===== config.mk =====
export PLATFORM = sky130hd
export DESIGN_NAME = dm_arbiter
export DESIGN_NICKNAME = d
export VERILOG_FILES = /design/src/rtl/dm_arbiter.sv
export SDC_FILE = /design/constraint.sdc
export NUM_CORES = 1
export LEC_CHECK = 0
export ABC_CLOCK_PERIOD_IN_PS = 2300
export CAP_MARGIN = 20
export CORE_ASPECT_RATIO = 0.6
export CORE_MARGIN = 10
export CORE_UTILIZATION = 32
export DETAILED_ROUTE_END_ITERATION = 10
export GPL_ROUTABILITY_DRIVEN = 1
export PLACE_DENSITY = 0.8
export SKIP_CTS_REPAIR_TIMING = 1
export SYNTH_ARGS = -nofsm -noshare
export SYNTH_HDL_FRONTEND = slang
export SYNTH_SLANG_ARGS = --single-unit

===== constraint.sdc =====
create_clock -name clk -period 2.3 [get_ports clk]
set_clock_uncertainty 0.2 [all_clocks]
set_input_delay 0.69 -clock clk [delete_from_list [all_inputs] [get_ports clk]]
set_output_delay 0.69 -clock clk [all_outputs]
set_load 0.05 [all_outputs]

===== src/rtl/dm_arbiter.sv =====
// dm_arbiter: two-port arbiter/sequencer sharing one single-ported data memory
module dm_arbiter #(
   parameter int ADDR_W    = 16,
   parameter int DATA_W    = 16,
   parameter int DEPTH     = 512,
   parameter int PRIO_MODE = 0,
   parameter int MAX_WAIT  = 4
) (
   input  logic              clk,
   input  logic              rst_n,
   input  logic              p0_req,
   input  logic              p0_we,
   input  logic [ADDR_W-1:0] p0_addr,
   input  logic [DATA_W-1:0] p0_wdata,
   output logic              p0_gnt,
   output logic              p0_rvalid,
   output logic [DATA_W-1:0] p0_rdata,
   input  logic              p1_req,
   input  logic              p1_we,
   input  logic [ADDR_W-1:0] p1_addr,
   input  logic [DATA_W-1:0] p1_wdata,
   output logic              p1_gnt,
   output logic              p1_rvalid,
   output logic [DATA_W-1:0] p1_rdata,
   output logic [ADDR_W-1:0] dm_addr,
   output logic              dm_re,
   output logic              dm_we,
   output logic [DATA_W-1:0] dm_wrt_data,
   input  logic [DATA_W-1:0] dm_rd_data,
   output logic              err_oob
);
   localparam int CW = $clog2(MAX_WAIT + 2);
   logic              rr_q, rr_d;
   logic [CW-1:0]     wait_q, wait_d;
   logic [ADDR_W-1:0] addr_q, addr_d;
   logic [DATA_W-1:0] wdata_q, wdata_d;
   logic              re_q, re_d, we_q, we_d, own_q, own_d, pend_q, pend_d, err_q, err_d;
   logic              in0, in1, pick1, any, win_we, win_in;
   // Arbitration and next-state for the issue registers; rr_q=1 means port 1 is preferred
   always_comb begin
      in0     = 32'(p0_addr) < 32'(DEPTH);
      in1     = 32'(p1_addr) < 32'(DEPTH);
      pick1   = (PRIO_MODE != 0) ? (wait_q == CW'(MAX_WAIT)) : rr_q;
      p1_gnt  = rst_n & p1_req & (~p0_req | pick1);
      p0_gnt  = rst_n & p0_req & ~p1_gnt;
      any     = p0_gnt | p1_gnt;
      win_we  = p1_gnt ? p1_we : p0_we;
      win_in  = p1_gnt ? in1 : in0;
      rr_d    = (p0_req & p1_req & any) ? p0_gnt : rr_q;
      wait_d  = p1_gnt ? '0 : (p1_req && wait_q != CW'(MAX_WAIT)) ? wait_q + CW'(1) : wait_q;
      addr_d  = p1_gnt ? p1_addr : p0_gnt ? p0_addr : addr_q;
      wdata_d = p1_gnt ? p1_wdata : p0_gnt ? p0_wdata : wdata_q;
      re_d    = any & ~win_we & win_in;
      we_d    = any & win_we & win_in;
      own_d   = any ? p1_gnt : own_q;
      pend_d  = any & ~win_we;
      err_d   = any & ~win_in;
   end
   // Issue registers with synchronous active-low reset; a reset drops any pending read
   always_ff @(posedge clk) begin
      if (!rst_n) begin
         rr_q    <= 1'b0;
         wait_q  <= '0;
         addr_q  <= '0;
         wdata_q <= '0;
         re_q    <= 1'b0;
         we_q    <= 1'b0;
         own_q   <= 1'b0;
         pend_q  <= 1'b0;
         err_q   <= 1'b0;
      end else begin
         rr_q    <= rr_d;
         wait_q  <= wait_d;
         addr_q  <= addr_d;
         wdata_q <= wdata_d;
         re_q    <= re_d;
         we_q    <= we_d;
         own_q   <= own_d;
         pend_q  <= pend_d;
         err_q   <= err_d;
      end
   end
   assign dm_addr     = addr_q;
   assign dm_wrt_data = wdata_q;
   assign dm_re       = re_q;
   assign dm_we       = we_q;
   assign err_oob     = err_q;
   assign p0_rvalid   = pend_q & ~own_q;
   assign p1_rvalid   = pend_q & own_q;
   assign p0_rdata    = (~own_q & ~err_q) ? dm_rd_data : '0;
   assign p1_rdata    = (own_q & ~err_q) ? dm_rd_data : '0;
endmodule


; ---- Word-level counts from Yosys, hierarchy flattened
; Cells that the tools add are included.
; W data, S select, Z words.
[totals]
ff_bits = 38
inputBits = 86
out_inout_bits = 71
wordCells = 42
[op_classes]
magnitude_cmp = 2
n_mux = 8
n_bitwise = 23
n_reduce_logical = 1
[ops]
columns = operator, count
row1 = $mux W16, 6
row2 = $lt A16 B10 Y1 const B, 2
row3 = $and A1 B1 Y1, 15
row4 = $not A1 Y1, 6
row5 = $mux W1, 2
row6 = $or A1 B1 Y1, 2
row7 = $reduce_bool A2 Y1, 1

; ---- Logic depth before layout (Yosys ltp)
; Gate-level depths: netlist of the first run.
[logic_depth]
depth_word = 8
ltp_mapped = 6

; ---- Least setup slack after synthesis of the first run
; Ideal clock, no wire load.
[synth_path]
kind = input to output
start = in p0_req
end = out p0_gnt
t_arrival_ns = 1.628
slack_ns = -0.218
cell_stages = 4
path_buffers = 1
cell_sequence = nand2b_1 > nand3_2 > clkbuf_1 > and3_1
[synth_between]
elab_chain_len = 5
[synth_lines]
columns = item, line_no
row1 = from (decl), 11  ; input logic p0_req,
row2 = $not A1 Y1, 44  ; p1_gnt = rst_n & p1_req & (~p0_req | pick1);
row3 = $or A1 B1 Y1, 44
row4 = $and A1 B1 Y1, 44
row5 = $not A1 Y1, 45  ; p0_gnt = rst_n & p0_req & ~p1_gnt;
row6 = $and A1 B1 Y1 *, 45
row7 = to (decl), 15  ; output logic p0_gnt,
; Every way passes the cells marked *; elsewhere a longest branch is shown, timed or not.

; ---- Final worst setup path of the first run
[layout_path]
start = in p0_req
end = out p1_gnt
[layout_between]
elab_chain_len = 3
[layout_lines]
columns = item, line_no
row1 = $not A1 Y1, 44
row2 = $or A1 B1 Y1, 44
row3 = $and A1 B1 Y1, 44
row4 = to (decl), 22  ; output logic p1_gnt,
; No other way between the ends.

==> metrics.yaml, run 1 <==
placement:
  detailed_place_hpwl_um: 6750
  io_buffers: 156
  gp_congestion: 0.788
  dp_slack_ps: -313
  dpl_cell_area_um2: 3880
clocking:
  clockBufferDepth: 2
  clkSlewWorstSetupHoldPaths_ps: 70
  cts_buffers: 5
  clock-sinks: 38
  cts_max_level: 2
  cts_root_buf: "clkbuf_8"
  insertion_delay_ps: 270
  cts_tree: "yes"
yosys:
  synth_mux_area_share_pct: 12.9
  synth_flop_cell: "dfxtp_1"
  synth_top_family_by_area: "simple AND/OR/NAND/NOR gates"
  ys_top_cells_by_area: "dfxtp_1 41%, mux2i_1 12%, and2_1 12%"
  synth-simple-area-share_pct: 26.2
  syn_area_per_cell_um2: 8.74
  yosysMostFrequentCell: "dfxtp_1"
  synthDistinctLibCells: 28
  synthesis.nets: 301
  netlist_instances: 215
  synth_compound_area_share_pct: 14.9
  synth_area_um2: 1880
  synth_common_cells: "38 x dfxtp_1, 35 x and2_1, 25 x nand3_1, 23 x mux2i_1, 22 x o21ai_0"
  synth_area_leader_cell: "dfxtp_1"
  synth-adder-area-share_pct: 0
  synth_xor_area_share_pct: 0.466
  async_flop_share_pct: 0
  synth_edf_count: 0
  synth.ff_latch_count: 38
  yosysWarnings: 0
  synth_seq_area_share_pct: 40.5
  yosysTopAreaCellShare_pct: 40.5
route:
  drt-initial-drc-count: 104
  dr.pass1.iters: 4
  wl_per_cell_um: 17.4
  ant_nets: 0
  wl_um: 8020
  drcViolationCount: 0
  vias_per_cell: 4.80
  vias: 2206
global_routing:
  antenna_found_initial: 0
  overflow: 0
  grt_max_degree: 39
  grt_pass1_vias: 2188
  grt_pass1_wl_um: 11900
  grt_util_all_layers_pct: 15.7
run:
  max_cap_violations: 0
critical_path:
  required_ps: 1410
  cp-start-kind: "input pin"
  cp-end-kind: "primary output"
  critPathKind: "input pin to primary output"
  worstPathArrival_ps: 1360
  path_max_fanout: 4
floorplanning:
  start_util_pct: 33.4
  die_y_um: 79.3
  io_pins: 157
  dieArea_um2: 9430
  coreArea_um2: 5620
  die_width_um: 119
  num_rows: 21
power_and_ir_drop:
  power.leakage_uw: 0.00185
  irDropWorstVdd_uv: 449
  totalPowerFinal_uw: 2370
  power.density_nw_per_um2: 572
timing:
  finalCritPeriodShare_pct: 97.8
  max_freq_mhz: 445
  setup_viol_count_final: 0
  worst_slew_pin_slew_ps: 368
  setup_slack_ps: 51.3
  rsz0062_at_grt: "yes"
  hold_viol_final: 0
  period_needed_ps: 2250
  maxSlewViolCount: 0
  slew_headroom_pct: 75.5
  hold_ws_ps: 270
finish:
  fin_area_um2: 4140
  layout-drive-gt1-share_pct: 35.3
  final.fill_count: 421
  syn_to_final_growth_pct: 120
  num-nets-final: 465
  num_antenna_cells: 0
  fin_util_pct: 73.6
outcome:
  status: "finished clean"
hold_path:
  hold_class: "register to register"
-- report_power, final --
| part | internal (µW) | switching, µW |
|---|---|---|
| combinational | 436 | 512 |
| clock | 435 | 240 |
| sequential | 714 | 31.2 |
| total | 1580 | 783 |
-- sequential cells by signal (all words and copies together) (netlist names) --
| register | count |
|---|---|
| dm_addr | 16 |
| dm_re | 1 |
| dm_we | 1 |
| dm_wrt_data | 16 |
| err_oob | 1 |
| own_q | 1 |
| pend_q | 1 |
| pick1 | 1 |
-- per-layer routing --
layer	vias up	track usage, %	part of all wire [%]
met5	-	0	0
met4	0	3.52	0.80
met3	6	6.29	8.6
met2	108	26.1	47
met1	1005	18.7	43
li1	1087	-	-
-- layout make-up --
class	instances	area [µm²]	share of cell area, %
Timing Repair Buffer	174	2020	48.7
Multi-Input combinational cell	158	1110	26.8
Sequential cell	38	761	18.4
Tap cell	80	100	2.42
Clock buffer	5	68.8	1.66
Clock inverter	3	68.8	1.66
Inverter	2	12.5	0.302
-- final timing paths --
path	from	endpoint	slack, ps	cells past startpoint
hold / removal	dm_wrt_data[7]	dm_wrt_data[7]	270	2
setup / recovery	p0_req	p1_gnt	50	6
hold reg to reg	dm_wrt_data[7]	dm_wrt_data[7]	270	2
setup reg to reg	pick1	dm_wrt_data[1]	550	7
-- layout by cell type (no fill, tap or decap), drive strengths merged --
cell type      count
buf               89
nand2b             1
and3               3
clkdlybuf4s50     66
nor4               2
nand2             15
nand3             26
a32oi              8
a21boi             8
dlymetal6s2s      19
o21a               1
inv                2
nor2b              2
clkbuf             5
nor2               2
bufinv             2
and2              35
clkinv             1
dfxtp             38
mux2i             23
o22ai              1
xnor2              1
o21ai             26
or4                2
a31oi              1
mux2               1
-- through the flow --
| stage | instances | TNS [ps] |
|---|---|---|
| finish | 460 | 0 |
| detailed placement | 452 | -7940 |
| floorplan | 215 | 0 |
| CTS | 460 | -2620 |
| global placement | 452 | -6110 |
| global route | 460 | -3.18 |
-- kinds of logic (layout without fill, tap and decap cells) --
| family | count (synthesis) | in the layout |
|---|---|---|
| AND/OR/NAND/NOR | 88 | 88 |
| AO/OA/AOI/OAI | 45 | 45 |
| flip-flops | 38 | 38 |
| multiplexers | 24 | 24 |
| buffers and inverters | 19 | 184 |
| XOR/XNOR | 1 | 1 |
-- critical path, stage by stage --
cell            delay (ps)
dlymetal6s2s_1         130
nand2b_1               110
nand3_2                100
buf_6                  140
inv_6                   60
buf_12                 130
No activity file was read; power rests on OpenSTA's default activity.
==> run 2: changes to the inputs <==
--- a/config.mk
+++ b/config.mk
@@ -5,14 +5,15 @@
 export SDC_FILE = /design/constraint.sdc
 export NUM_CORES = 1
 export LEC_CHECK = 0
-export ABC_CLOCK_PERIOD_IN_PS = 2300
+export ABC_CLOCK_PERIOD_IN_PS = 2600
 export CAP_MARGIN = 20
 export CORE_ASPECT_RATIO = 0.6
 export CORE_MARGIN = 10
-export CORE_UTILIZATION = 32
+export CORE_UTILIZATION = 35
+export CTS_CLUSTER_SIZE = 28
 export DETAILED_ROUTE_END_ITERATION = 10
 export GPL_ROUTABILITY_DRIVEN = 1
-export PLACE_DENSITY = 0.8
+export PLACE_DENSITY = 0.87
 export SKIP_CTS_REPAIR_TIMING = 1
 export SYNTH_ARGS = -nofsm -noshare
 export SYNTH_HDL_FRONTEND = slang
==> constraint.sdc (replaced) <==
create_clock -name clk -period 2.6 [get_ports clk]
set_clock_uncertainty 0.2 [all_clocks]
set_input_delay 0.78 -clock clk [delete_from_list [all_inputs] [get_ports clk]]
set_output_delay 0.78 -clock clk [all_outputs]
set_load 0.05 [all_outputs]
==> run 2 against run 1 <==
- design area decreased by 1.9%
- worst setup slack got worse by 44 ps
- via count decreased by 2.5%
- combinational power decreased by 12%
- non-clock buffer count decreased by 3
- global-route usage increased by 1.4 points
- hold slack improved by 1.6 ps
- final cell count decreased by 3.7%
- sequential share of layout area increased by 0.36 points
- sequential power decreased by 12%
- flip-flop and latch count unchanged
- register-to-register slack improved by 170 ps
- critical endpoint is now p1_rdata[6]
- largest power group unchanged
- highest routed layer unchanged
==> metrics.yaml, run 2 (synthesis results as in run 1) <==
critical_path:
  crit_chain: "clkdlybuf4s50_1, and2_1, buf_12"
  worstPathArrival_ps: 1610
  crit_family: "buffers and inverters"
  required_ps: 1620
  cp-end-kind: "primary output"
  path_max_fanout: 2
  cp-start-kind: "input pin"
  worst_path_max_delay_cell: "clkdlybuf4s50_1"
  max_stage_delay_ps: 500
  cp_num_buf_inv: 2
  critPathKind: "input pin to primary output"
clocking:
  cts_root_buf: "clkbuf_8"
  clockBufferDepth: 2
  cts_max_level: 2
  cts_tree: "yes"
  clkSlewWorstSetupHoldPaths_ps: 70
  cts_buffers: 5
  insertion_delay_ps: 270
  clock-sinks: 38
power_and_ir_drop:
  seqPwrFrac_pct: 33.1
  p_clk_share_pct: 25.0
  p_int_uw: 1300
  p_sw_uw: 689
  power.density_nw_per_um2: 491
  power.leakage_uw: 0.00159
  pwr-share-comb_pct: 42.0
  p_sw_share_pct: 34.6
  irDropWorstVdd_uv: 371
timing:
  slew_headroom_pct: 62.5
  hold_viol_final: 0
  setup_slack_ps: 7.29
  worst_slew_pin_slew_ps: 560
  setup_viol_count_final: 0
  rsz0062_at_grt: "yes"
  maxSlewViolCount: 0
  period_needed_ps: 2590
  max_freq_mhz: 386
  finalCritPeriodShare_pct: 99.7
  setup_tns_ps: 0
global_routing:
  grt_max_degree: 40
  grt_util_all_layers_pct: 17.0
  grt_pass1_vias: 2281
  grt_pass1_wl_um: 12200
  overflow: 0
  antenna_found_initial: 0
route:
  dr.pass1.iters: 6
  drcViolationCount: 0
  vias_per_cell: 4.86
  wl_um: 7930
  drt-initial-drc-count: 92
  wl_per_cell_um: 17.9
  ant_nets: 0
  vias: 2151
placement:
  io_buffers: 156
  dp_slack_ps: -217
  gp_congestion: 0.794
  detailed_place_hpwl_um: 6790
finish:
  layout_commonest_cell: "clkdlybuf4s50_1"
  final.fill_count: 329
  final_cell_mix: "114 x clkdlybuf4s50_1, 38 x dfxtp_1, 37 x buf_12"
  num_antenna_cells: 0
  ff_latch_area_um2: 761
  layout-drive-gt1-share_pct: 18.6
  syn_to_final_growth_pct: 116
  num-nets-final: 462
  fin_util_pct: 79.1
  multi_input_area_um2: 1040
floorplanning:
  start_util_pct: 36.6
  io_pins: 157
  die_width_um: 115
  coreArea_um2: 5130
  dieArea_um2: 8790
  num_rows: 20
  die_y_um: 76.7
outcome:
  status: "finished clean"
hold_path:
  hold_class: "register to register"
run:
  max_cap_violations: 0
[run 2: changes by cell type in the layout (fill, tap and decap cells not counted), sizes merged]
cell           before  now
dlymetal6s2s       19    3
buf                89   54
clkinv              1    0
bufinv              2    1
clkdlybuf4s50      66  114
clkinvlp            0    2
[run 2: per-stage QoR]
stage	hold slack, ps	cells	cell area (µm²)	power (µW)
2_1_floorplan	264	215	1880	1080
3_3_place_gp	248	435	3930	1500
3_5_place_dp	261	435	3930	1510
4_1_cts	278	443	4040	2010
5_1_grt	297	443	4060	2080
6_report	271	443	4060	1990
[run 2: power groups by stage]
stage	sequential, µW	clock, µW	combinational [µW]
after floorplan	828	0	250
after global placement	668	0	829
after detailed placement	672	0	841
after CTS	659	510	843
after global routing	665	537	879
final	659	497	836
[run 2: cell type report]
type | instances | share of cell area, %
clock buffer | 5 | 1.70
sequential | 38 | 18.8
inverter | 2 | 0.185
clock inverter | 3 | 1.11
multi-input combinational | 158 | 25.7
tap | 66 | 2.04
timing repair buffer | 171 | 50.6
[run 2: worst reg2reg max path: cells and delay by family, from the launching register on]
kind                   cells  cell delay (ps)
buffers and inverters      3              380
DFF                        1              380
muxes                      1              370
and+or+nand+nor            3              450
[run 2: routing by layer]
layer,track usage [%],routed length [µm],vias up,share of wire [%]
li1,-,-,1076,-
met1,19.1,3230,959,41
met2,28.6,3700,114,47
met3,8.86,972,2,12
met4,2.24,23,0,0.29
met5,0,0,-,0
[run 2: path summary, 6_finish.rpt]
path / slack, ps / end / cells past startpoint / from
worst max-delay path: 7 / p1_rdata[6] / 3 / dm_rd_data[6]
worst max register to register: 720 / dm_re / 7 / pick1
worst min register to register: 270 / dm_wrt_data[8] / 2 / dm_wrt_data[8]
worst min-delay path: 270 / dm_wrt_data[8] / 2 / dm_wrt_data[8]
